`src/rtl/if_stage.sv`:
```
// rtl/if_stage.sv - MIPS instruction-fetch stage with IF/ID pipeline register
module if_stage #(
  parameter int PC_LENGTH = 32,
  parameter int INST_LENGTH = 32,
  parameter logic [PC_LENGTH-1:0] RESET_PC = 32'h0000_0000
) (
  input  logic                   clk,
  input  logic                   rst,
  input  logic [INST_LENGTH-1:0] inst,
  output logic                   romCe,
  output logic [PC_LENGTH-1:0]   pc,
  input  logic                   stall,
  input  logic                   branch_en,
  input  logic [PC_LENGTH-1:0]   branch_target,
  input  logic                   flush,
  input  logic [PC_LENGTH-1:0]   flush_target,
  output logic                   id_valid,
  output logic [INST_LENGTH-1:0] id_inst,
  output logic [PC_LENGTH-1:0]   id_pc,
  output logic                   addr_err
);

  typedef enum logic {IDLE = 1'b0, FETCH = 1'b1} state_t;

  state_t state;

  // Redirect targets are word-aligned by dropping the low two bits.
  logic [PC_LENGTH-1:0] flush_aligned;
  logic [PC_LENGTH-1:0] branch_aligned;
  logic [PC_LENGTH-1:0] pc_next_seq;

  assign flush_aligned  = {flush_target[PC_LENGTH-1:2], 2'b00};
  assign branch_aligned = {branch_target[PC_LENGTH-1:2], 2'b00};
  assign pc_next_seq    = pc + PC_LENGTH'(4);

  // Fetch FSM, PC update and IF/ID register; priority rst > flush > stall > branch > sequential.
  always_ff @(posedge clk) begin
    if (rst) begin
      state    <= IDLE;
      romCe    <= 1'b0;
      pc       <= RESET_PC;
      id_valid <= 1'b0;
      id_inst  <= '0;
      id_pc    <= '0;
      addr_err <= 1'b0;
    end else begin
      addr_err <= 1'b0;
      case (state)
        IDLE: begin
          // One idle cycle: enable the ROM, keep pc at the reset vector, load nothing.
          state <= FETCH;
          romCe <= 1'b1;
        end
        FETCH: begin
          romCe <= 1'b1;
          if (flush) begin
            pc       <= flush_aligned;
            id_valid <= 1'b0;
            id_inst  <= '0;
            id_pc    <= '0;
            addr_err <= |flush_target[1:0];
          end else if (stall) begin
            // Everything holds; a pending branch must be re-presented after the stall.
          end else if (branch_en) begin
            // Delay slot: the instruction fetched this cycle still enters IF/ID.
            pc       <= branch_aligned;
            id_valid <= 1'b1;
            id_inst  <= inst;
            id_pc    <= pc;
            addr_err <= |branch_target[1:0];
          end else begin
            pc       <= pc_next_seq;
            id_valid <= 1'b1;
            id_inst  <= inst;
            id_pc    <= pc;
          end
        end
        default: begin
          state <= IDLE;
          romCe <= 1'b0;
        end
      endcase
    end
  end

endmodule

```
`config.mk`:
```
export PLATFORM = sky130hd
export DESIGN_NAME = if_stage
export DESIGN_NICKNAME = d
export VERILOG_FILES = /design/src/rtl/if_stage.sv
export SDC_FILE = /design/constraint.sdc
export NUM_CORES = 1
export LEC_CHECK = 0
export BUFFER_PORTS_ARGS = -buffer_cell sky130_fd_sc_hd__buf_2
export CAP_MARGIN = 20
export CELL_PAD_IN_SITES_DETAIL_PLACEMENT = 1
export CELL_PAD_IN_SITES_GLOBAL_PLACEMENT = 2
export CORE_ASPECT_RATIO = 0.6
export CORE_MARGIN = 3
export CORE_UTILIZATION = 27
export DETAILED_ROUTE_END_ITERATION = 16
export GPL_TIMING_DRIVEN = 0
export HOLD_SLACK_MARGIN = 0.06
export PLACE_DENSITY = 0.89
export SLEW_MARGIN = 10
export SYNTH_ARGS = -nofsm -noshare
export SYNTH_HDL_FRONTEND = slang
export SYNTH_SLANG_ARGS = --single-unit
```
`constraint.sdc`:
```
create_clock -name clk -period 5.72 [get_ports clk]
set_clock_uncertainty 0.05 [all_clocks]
set_input_delay 1.716 -clock clk [delete_from_list [all_inputs] [get_ports clk]]
set_output_delay 1.716 -clock clk [all_outputs]
set_load 0.02 [all_outputs]
```
* Yosys cells after proc, flatten, opt, wreduce, memory -nomap -nowiden
Cells that the tools add are included.
** Word-level totals
- Word-level logic and storage cells :: 26
- Memories kept :: 0
- RAM bits :: 0
- Latch bits :: 0
- Bits in read-only memories :: 0
- Register bits after elaboration :: 99
- Output and inout bits :: 99
- Input bits :: 101
** Cells by class
- Magnitude comparators :: 0
- Shifts and indexed selects :: 0
- $mul :: 0
- Bitwise operators :: 1
- Add/sub/neg operators :: 1
- Reductions and logical operators :: 4
- Equal/unequal tests :: 1
- Muxes and demuxes :: 13
- Div/mod/pow operators :: 0
** Operators with widths (count)
- 32-bit two-way mux :: 7
- 32-bit by 3-bit adder with 32-bit output, second input constant :: 1
- 1-bit two-way mux :: 6
- 2-bit OR reduction :: 3
- 2-bit by 1-bit inequality test with 1-bit output, second input constant :: 1
- 2-bit AND reduction :: 1
- 1-bit inverter :: 1

* Logic depth before layout (Yosys ltp)
Gate-level depths: netlist (run 1).
- Word-level depth :: 4
- Depth in mapped cells :: 7
- Mapped depth without buffers :: 6

* Least setup slack after synthesis (run 1)
Ideal clock, no wire load.
- Kind :: input -> register
- Start point :: input port flush
- End point :: register pc[18]
- Setup time :: 0.116 ns
- Stages on the path :: 6
- Arrival time :: 2.794 ns
- Required time :: 5.554 ns
- Setup slack :: 2.759 ns
- Path buffers :: 2
- Cell sequence :: nand2b_1 > nand2_1 > clkbuf_1 > clkbuf_1 > a21oi_1 > o211a_1
** Between the ends
- Longest elaborated chain between the ends :: 2
- Elaborated cells between the ends (all ways) :: 3
** Ends and longest elaborated chain
- start: declaration :: line 15 : input logic flush,
- 2-bit by 1-bit inequality test with 1-bit output (no line)
- 2-bit AND reduction (no line)
- end signal: assignment :: line 57 : pc <= flush_aligned;
- end signal: assignment :: line 66 : pc <= branch_aligned;
- end signal: assignment :: line 72 : pc <= pc_next_seq;
- end: declaration :: line 11 : output logic [PC_LENGTH-1:0] pc,
Several ways; a longest one is shown, not always the timed one.
A chain may end at the register's enable or synchronous reset.

* Final worst setup path (run 1)
- Start point :: input port flush
- End point :: register pc[21]
The elaborated chain is that of the path after synthesis.

==> flow_metrics.py, run 1 <==
metrics = {
    "clocking": {
        "cts_max_level": 3,
        "clockBufferDepth": 2,
        "cts_tree": "yes",
        "clk_pin_slew_worst_paths_ps": 70,
        "ctsHoldBuffers": 0,
        "clockRootBuffer": "clkbuf_16",
        "cts_sinks": 96,
        "post_cts_buffers": 0,
        "post_cts_resized": 0,
        "clkLatencyLatePin_ps": 350,
        "cts_made_buffers": 9,
    },
    "drt": {
        "via_per_inst": 5.401,
        "wl_per_cell_um": 21.42,
        "drt_first_pass_iters": 5,
        "drc_errors": 0,
        "ant_nets": 0,
        "drt_iter0_markers": 313,
        "vias": 5055,
        "routed_wl_um": 20050,
    },
    "yosys": {
        "synth.yosys.seq_area_share": 0.4424,
        "ys_types": 52,
        "synth_async_sr_flop_share": 0,
        "synth_warnings": 0,
        "synth_top_flop_cell": "dfxtp_1",
        "synthCells": 520,
        "synth_edf_count": 0,
        "avgSynthCellArea_um2": 8.354,
        "ys_seq_elements": 96,
        "syn-cell-area_um2": 4344,
    },
    "critical_path": {
        "path_delay_family": "buffers and inverters",
        "reg2regPathDepth": 6,
        "reg2reg_from": "pc[2]",
        "worstSetupEndpointType": "flop",
        "cpPeakStageDelay_ps": 660,
        "crit_path_frequent_cell": "clkbuf_1",
        "worst-path-buf-inv": 3,
        "worstPathMaxFanout": 10,
        "crit_slowest_cell": "clkbuf_1",
        "path_class": "in2reg",
        "regToRegEndpoint": "pc[20]",
        "crit_chain": "buf_2, nand2b_1, nand2_1, clkbuf_1, clkbuf_1, o21ai_0, a21oi_1",
        "cp-endpoint": "pc[21]",
        "crit_path_start": "flush",
        "crit_arrival_ps": 3730,
        "reg2reg_slack_ps": 3170,
        "start_kind": "input pin",
        "required_ps": 5940,
        "crit_cells": 7,
    },
    "floorplanning": {
        "die_h_um": 104.3,
        "die_area_um2": 17700,
        "fp.dieW_um": 169.8,
        "core_um2": 15550,
        "start_util": 0.2794,
        "num_rows": 35,
        "io_pins": 200,
    },
    "layout": {
        "finish.instance_area_um2": 5886,
        "drive_gt1_frac": 0.3070,
        "antenna_cells": 0,
        "instances_no_fill": 936,
        "syn2layout_area_growth_pct": 35.48,
        "layout.nets": 830,
    },
    "global_routing": {
        "antenna_found_initial": 0,
        "globalRouteTotalUtil": 0.2187,
        "grt_max_degree": 18,
        "grt_pass1_vias": 5187,
        "grt_pass1_wl_um": 30160,
        "grt_overflow": 0,
    },
    "power_and_ir_drop": {
        "leakage_nw": 2.589,
        "pwr_density_cell_nw_per_um2": 272.0,
        "irDropWorstVdd_mv": 0.1504,
    },
    "sta": {
        "hold_viol": 0,
        "worst_pin_slew_ps": 863.0,
        "fin_setup_tns_ps": 0,
        "finalCritPeriodShare": 0.6148,
        "fin_crit_ps": 3517,
        "rsz0062_at_grt": "false",
        "report.final.slew_viol_count": 0,
        "setup_viol": 0,
        "relSlewSlack": 0.4193,
        "fmax_mhz": 284.3,
    },
    "min_path": {
        "worstHoldPathType": "reg2reg",
        "worstHoldStart": "id_pc[31]",
    },
    "placed_design": {
        "dp_hpwl_um": 15230,
        "place_area_um2": 5583,
        "io_buffers": 196,
        "gp_congestion": 0.8816,
        "dp.cells": 920,
    },
    "status": {
        "status": "completed",
    },
    "job": {
        "maxCapViolCount": 0,
    },
}
worst min path at each step:
stage,endpoint,depth (start not counted)
after floorplan,id_pc[1],1
after global placement,id_inst[2],2
after detailed placement,id_pc[31],2
after CTS,id_pc[31],2
after global routing,id_pc[31],2
final,id_pc[31],2
worst register-to-register path, cell delays in order, from the launching register on:
cell and delay [ps]:
dfxtp_1 470, ha_1 240, nand3_1 290, nor4_4 570, nand2_2 150, or4_1 490
a31oi_1 200
cells in the final DEF (no fill, tap or decap), types with 5 or more instances in the layout:
master / instances
a211oi_1: 7
a21o_1: 6
a21oi_1: 38
a22oi_1: 71
a31oi_1: 7
and3_1: 6
buf_2: 199
clkbuf_1: 37
clkbuf_16: 9
dfxtp_1: 96
mux2i_1: 5
nand2_1: 24
nand3_1: 15
nand4_1: 8
nor2_1: 87
o21ai_0: 21
o22ai_1: 12
xnor2_1: 5
xor2_1: 8
cells in the mapped netlist (7+ instances only):
cell       n  area (um^2)
dfxtp_1   96         1922
nor2_1    87        326.6
a22oi_1   71        533.0
a21oi_1   38        190.2
clkbuf_1  37        138.9
nand2_1   24        90.09
o21ai_0   21        105.1
nand3_1   15        75.07
o22ai_1   12        75.07
nand4_1    8        50.05
xor2_1     8        70.07
a211oi_1   7        52.55
a31oi_1    7        43.79
registers in the layout, indices dropped and copies added (netlist names):
name and flops:
id_valid 1, state 1, addr_err 1, id_inst 32, id_pc 31, pc 30
per-layer routing:
layer,track usage,share of wire
met5,0,0
met4,0.04901,0.013
met3,0.05773,0.082
met2,0.3362,0.43
met1,0.3067,0.47
cell families (layout without fill, tap and decap cells):
logic type | count (synthesis) | after routing | synth area share
other cells | 1 | 2 | 0.0008632
mux | 5 | 5 | 0.01152
fa+ha+maj | 1 | 1 | 0.002880
xor+xnor | 13 | 13 | 0.02621
buf+inv | 52 | 264 | 0.04838
compound gates | 182 | 182 | 0.2811
simple gates | 170 | 170 | 0.1866
flops | 96 | 96 | 0.4424
metrics by stage:
step / power [mW] / hold slack, ps / utilization / setup slack [ps]
floorplan: 0.8635 / 520.9 / - / 2759
global placement: 0.9761 / 424.7 / 0.3591 / 1875
detailed placement: 0.9849 / 432.2 / 0.3591 / 1845
CTS: 1.614 / 453.5 / 0.3786 / 2181
global route: 1.666 / 472.7 / 0.3786 / 2070
finish: 1.601 / 444.2 / 0.3786 / 2203
layout make-up:
| type | count | area, um^2 |
|---|---|---|
| Sequential cell | 96 | 1922 |
| Timing Repair Buffer | 196 | 980.9 |
| Fill cell | 1919 | 9661 |
| Inverter | 5 | 18.77 |
| Clock buffer | 9 | 225.2 |
| Buffer | 47 | 191.4 |
| Multi-Input combinational cell | 373 | 2216 |
| Tap cell | 203 | 254.0 |
| Clock inverter | 7 | 77.57 |
where the power goes:
part	switching, mW	internal [mW]	total, mW	leakage [nW]
Clock	0.286	0.343	0.629	0.146
Sequential	0.0346	0.692	0.727	0.781
Combinational	0.156	0.0888	0.245	1.66
Total	0.477	1.12	1.60	2.59
Power figures use the tool's default switching activity.
==> run 2, diff against run 1 <==
--- a/config.mk
+++ b/config.mk
@@ -5,17 +5,18 @@
 export SDC_FILE = /design/constraint.sdc
 export NUM_CORES = 1
 export LEC_CHECK = 0
+export ABC_AREA = 1
 export BUFFER_PORTS_ARGS = -buffer_cell sky130_fd_sc_hd__buf_2
 export CAP_MARGIN = 20
 export CELL_PAD_IN_SITES_DETAIL_PLACEMENT = 1
 export CELL_PAD_IN_SITES_GLOBAL_PLACEMENT = 2
 export CORE_ASPECT_RATIO = 0.6
 export CORE_MARGIN = 3
-export CORE_UTILIZATION = 27
+export CORE_UTILIZATION = 25
 export DETAILED_ROUTE_END_ITERATION = 16
 export GPL_TIMING_DRIVEN = 0
 export HOLD_SLACK_MARGIN = 0.06
-export PLACE_DENSITY = 0.89
+export PLACE_DENSITY = 0.86
 export SLEW_MARGIN = 10
 export SYNTH_ARGS = -nofsm -noshare
 export SYNTH_HDL_FRONTEND = slang
==> constraint.sdc (replaced) <==
create_clock -name clk -period 3.46 [get_ports clk]
set_clock_uncertainty 0.05 [all_clocks]
set_input_delay 1.038 -clock clk [delete_from_list [all_inputs] [get_ports clk]]
set_output_delay 1.038 -clock clk [all_outputs]
set_load 0.02 [all_outputs]
==> run 2 against run 1 <==
Sequential power rose by 71%. Non-clock buffer count rose by 4. Clock power rose by 69%. Global-route usage fell by 1.5 points. Critical path type unchanged. Largest power group unchanged.
==> flow_metrics.py, run 2 <==
metrics = {
    "yosys": {
        "ys_seq_elements": 96,
        "yosys.area.top_type_share": 0.3903,
        "synth_most_common_cell": "nand2_1",
        "yosysTopAreaCell": "dfxtp_1",
        "synth_warnings": 0,
        "synth_common_cells": "nand2_1, a21oi_1, nand3_1",
        "syn-cell-area_um2": 4923,
        "synth.yosys.seq_area_share": 0.3903,
        "avgSynthCellArea_um2": 6.591,
        "ys_types": 28,
        "synth_top_flop_cell": "dfxtp_1",
        "synth_async_sr_flop_share": 0,
        "synth_edf_count": 0,
        "synthCells": 747,
        "synth_top_cells_by_area": "dfxtp_1, nand2_1, a21oi_1, nand3_1, nor2_1",
    },
    "clocking": {
        "clockRootBuffer": "clkbuf_16",
        "cts_tree": "yes",
        "cts_max_level": 3,
        "post_cts_resized": 0,
        "cts_made_buffers": 9,
        "clk_pin_slew_worst_paths_ps": 60,
        "cts_sinks": 96,
        "post_cts_buffers": 0,
        "ctsHoldBuffers": 0,
        "clkLatencyLatePin_ps": 370,
        "clockBufferDepth": 2,
    },
    "global_routing": {
        "grtUsageMet1": 0.3059,
        "globalRouteTotalUtil": 0.2041,
        "antenna_found_initial": 0,
        "grt_use_met3": 0.05904,
        "busiest_layer": "met1",
        "grt_pass1_wl_um": 33840,
        "grt_overflow": 0,
        "grt_pass1_vias": 5749,
        "grt_max_degree": 18,
        "met2_usage": 0.2914,
    },
    "critical_path": {
        "reg2regPathDepth": 8,
        "crit_path_frequent_cell": "clkbuf_1",
        "crit_cells": 4,
        "path_delay_family": "buffers and inverters",
        "worstPathMaxFanout": 10,
        "crit_chain": "clkbuf_1, clkbuf_1, clkbuf_1, a21oi_1",
        "cpPeakStageDelay_ps": 600,
        "crit_slowest_cell": "clkbuf_1",
        "cp-endpoint": "id_pc[17]",
        "reg2reg_slack_ps": 1360,
        "required_ps": 3620,
        "crit_arrival_ps": 2490,
        "path_class": "in2reg",
        "regToRegEndpoint": "pc[20]",
        "crit_path_start": "rst",
        "start_kind": "input pin",
        "worstSetupEndpointType": "flop",
        "worst-path-buf-inv": 3,
        "reg2reg_from": "pc[3]",
    },
    "floorplanning": {
        "fp.dieW_um": 187.2,
        "num_rows": 39,
        "io_pins": 200,
        "start_util": 0.2567,
        "die_area_um2": 21470,
        "core_um2": 19180,
        "die_h_um": 114.7,
    },
    "layout": {
        "final_common_cell": "buf_2",
        "top_regs": "id_inst (32), id_pc (31), pc (30)",
        "layout.nets": 1056,
        "regMostFlops": "id_inst",
        "drive_gt1_frac": 0.2742,
        "mostFrequentLayoutCells": "buf_2, nand2_1, a21oi_1, nand3_1, dfxtp_1",
        "syn2layout_area_growth_pct": 32.83,
        "largest_register_ffs": 32,
    },
    "power_and_ir_drop": {
        "pwr_density_cell_nw_per_um2": 431.2,
        "power_mw": 2.820,
        "irDropWorstVdd_mv": 0.2175,
        "leakage_nw": 2.818,
    },
    "sta": {
        "rsz0062_at_grt": "false",
        "finalCritPeriodShare": 0.6727,
        "relSlewSlack": 0.5090,
        "worst_pin_slew_ps": 736.4,
        "report.final.slew_viol_count": 0,
        "fin_setup_tns_ps": 0,
        "fin_ws_ps": 1133,
        "fmax_mhz": 429.7,
        "setup_viol": 0,
        "hold_viol": 0,
        "fin_crit_ps": 2327,
        "finalHoldWorstSlack_ps": 412.0,
    },
    "drt": {
        "drc_errors": 0,
        "drt_iter0_markers": 410,
        "drt_first_pass_iters": 5,
        "vias": 5895,
        "wl_per_cell_um": 18.03,
        "via_per_inst": 4.808,
        "routed_wl_um": 22100,
        "ant_nets": 0,
    },
    "status": {
        "status": "completed",
    },
    "placed_design": {
        "dp_slack_ps": 805.8,
        "gp_congestion": 0.8741,
        "dp_hpwl_um": 17430,
        "io_buffers": 195,
    },
    "min_path": {
        "worstHoldPathType": "reg2reg",
    },
    "job": {
        "maxCapViolCount": 0,
    },
}
run 2: cell count changes in the layout (fill, tap and decap cells not counted), sizes merged, moves of 10 or more:
| cell | delta |
|---|---|
| nand3 | +84 |
| inv | +36 |
| buf | +14 |
| o21ai | +25 |
| clkbuf | -10 |
| a21oi | +80 |
| nor2 | +14 |
| nand2 | +151 |
| a22oi | -71 |
| o22ai | -12 |
run 2: logic make-up after synthesis:
logic type	after synthesis	share of synthesized area
AO/OA/AOI/OAI	169	0.1776
adder cells (fa/ha/maj)	1	0.002541
AND/OR/NAND/NOR	380	0.3339
XOR/XNOR	7	0.01245
other	1	0.0007617
buffers and inverters	93	0.08234
flip-flops	96	0.3903
run 2: worst min path at each step:
stage | start | to | slack [ps] | cells past startpoint
final | id_pc[15] | id_pc[15] | 410 | 2
after global routing | id_inst[22] | id_inst[22] | 430 | 2
after CTS | id_pc[15] | id_pc[15] | 420 | 2
after detailed placement | id_inst[27] | id_inst[27] | 410 | 2
after global placement | id_inst[1] | id_inst[1] | 400 | 2
after floorplan | id_pc[1] | id_pc[1] | 490 | 2
run 2: worst register-to-register path, stage by stage (launching register included):
cell and delay (ps):
dfxtp_1 480, ha_1 270, nand2_2 100, nor2_2 310, nand3_1 290, o21ai_0 240
nand3_1 110, nand2_1 90, a21oi_2 50
run 2: power breakdown:
group	internal [mW]	switching, mW
combinational	0.177	0.345
clock	0.569	0.488
sequential	1.16	0.0787
total	1.91	0.912
run 2: layout make-up:
class | count | area, um^2
timing repair buffer | 195 | 975.9
fill | 2533 | 12640
buffer | 52 | 251.5
multi-input combinational | 559 | 2600
clock buffer | 9 | 225.2
sequential | 96 | 1922
inverter | 41 | 153.9
antenna | 1 | 2.502
tap | 266 | 332.8
clock inverter | 7 | 76.32
run 2: per-stage QoR:
step / instance area [um^2] / util / std cells
floorplan: 4927 / - / 748
global placement: 6236 / 0.3252 / 1209
detailed placement: 6236 / 0.3252 / 1209
CTS: 6538 / 0.3409 / 1225
global route: 6538 / 0.3409 / 1225
finish: 6540 / 0.3410 / 1226
run 2: routing by layer:
layer | vias up | part of all wire
met3 | 12 | 0.066
met2 | 168 | 0.40
met5 | - | 0
met4 | 0 | 0.0077
met1 | 2847 | 0.52
li1 | 2868 | -
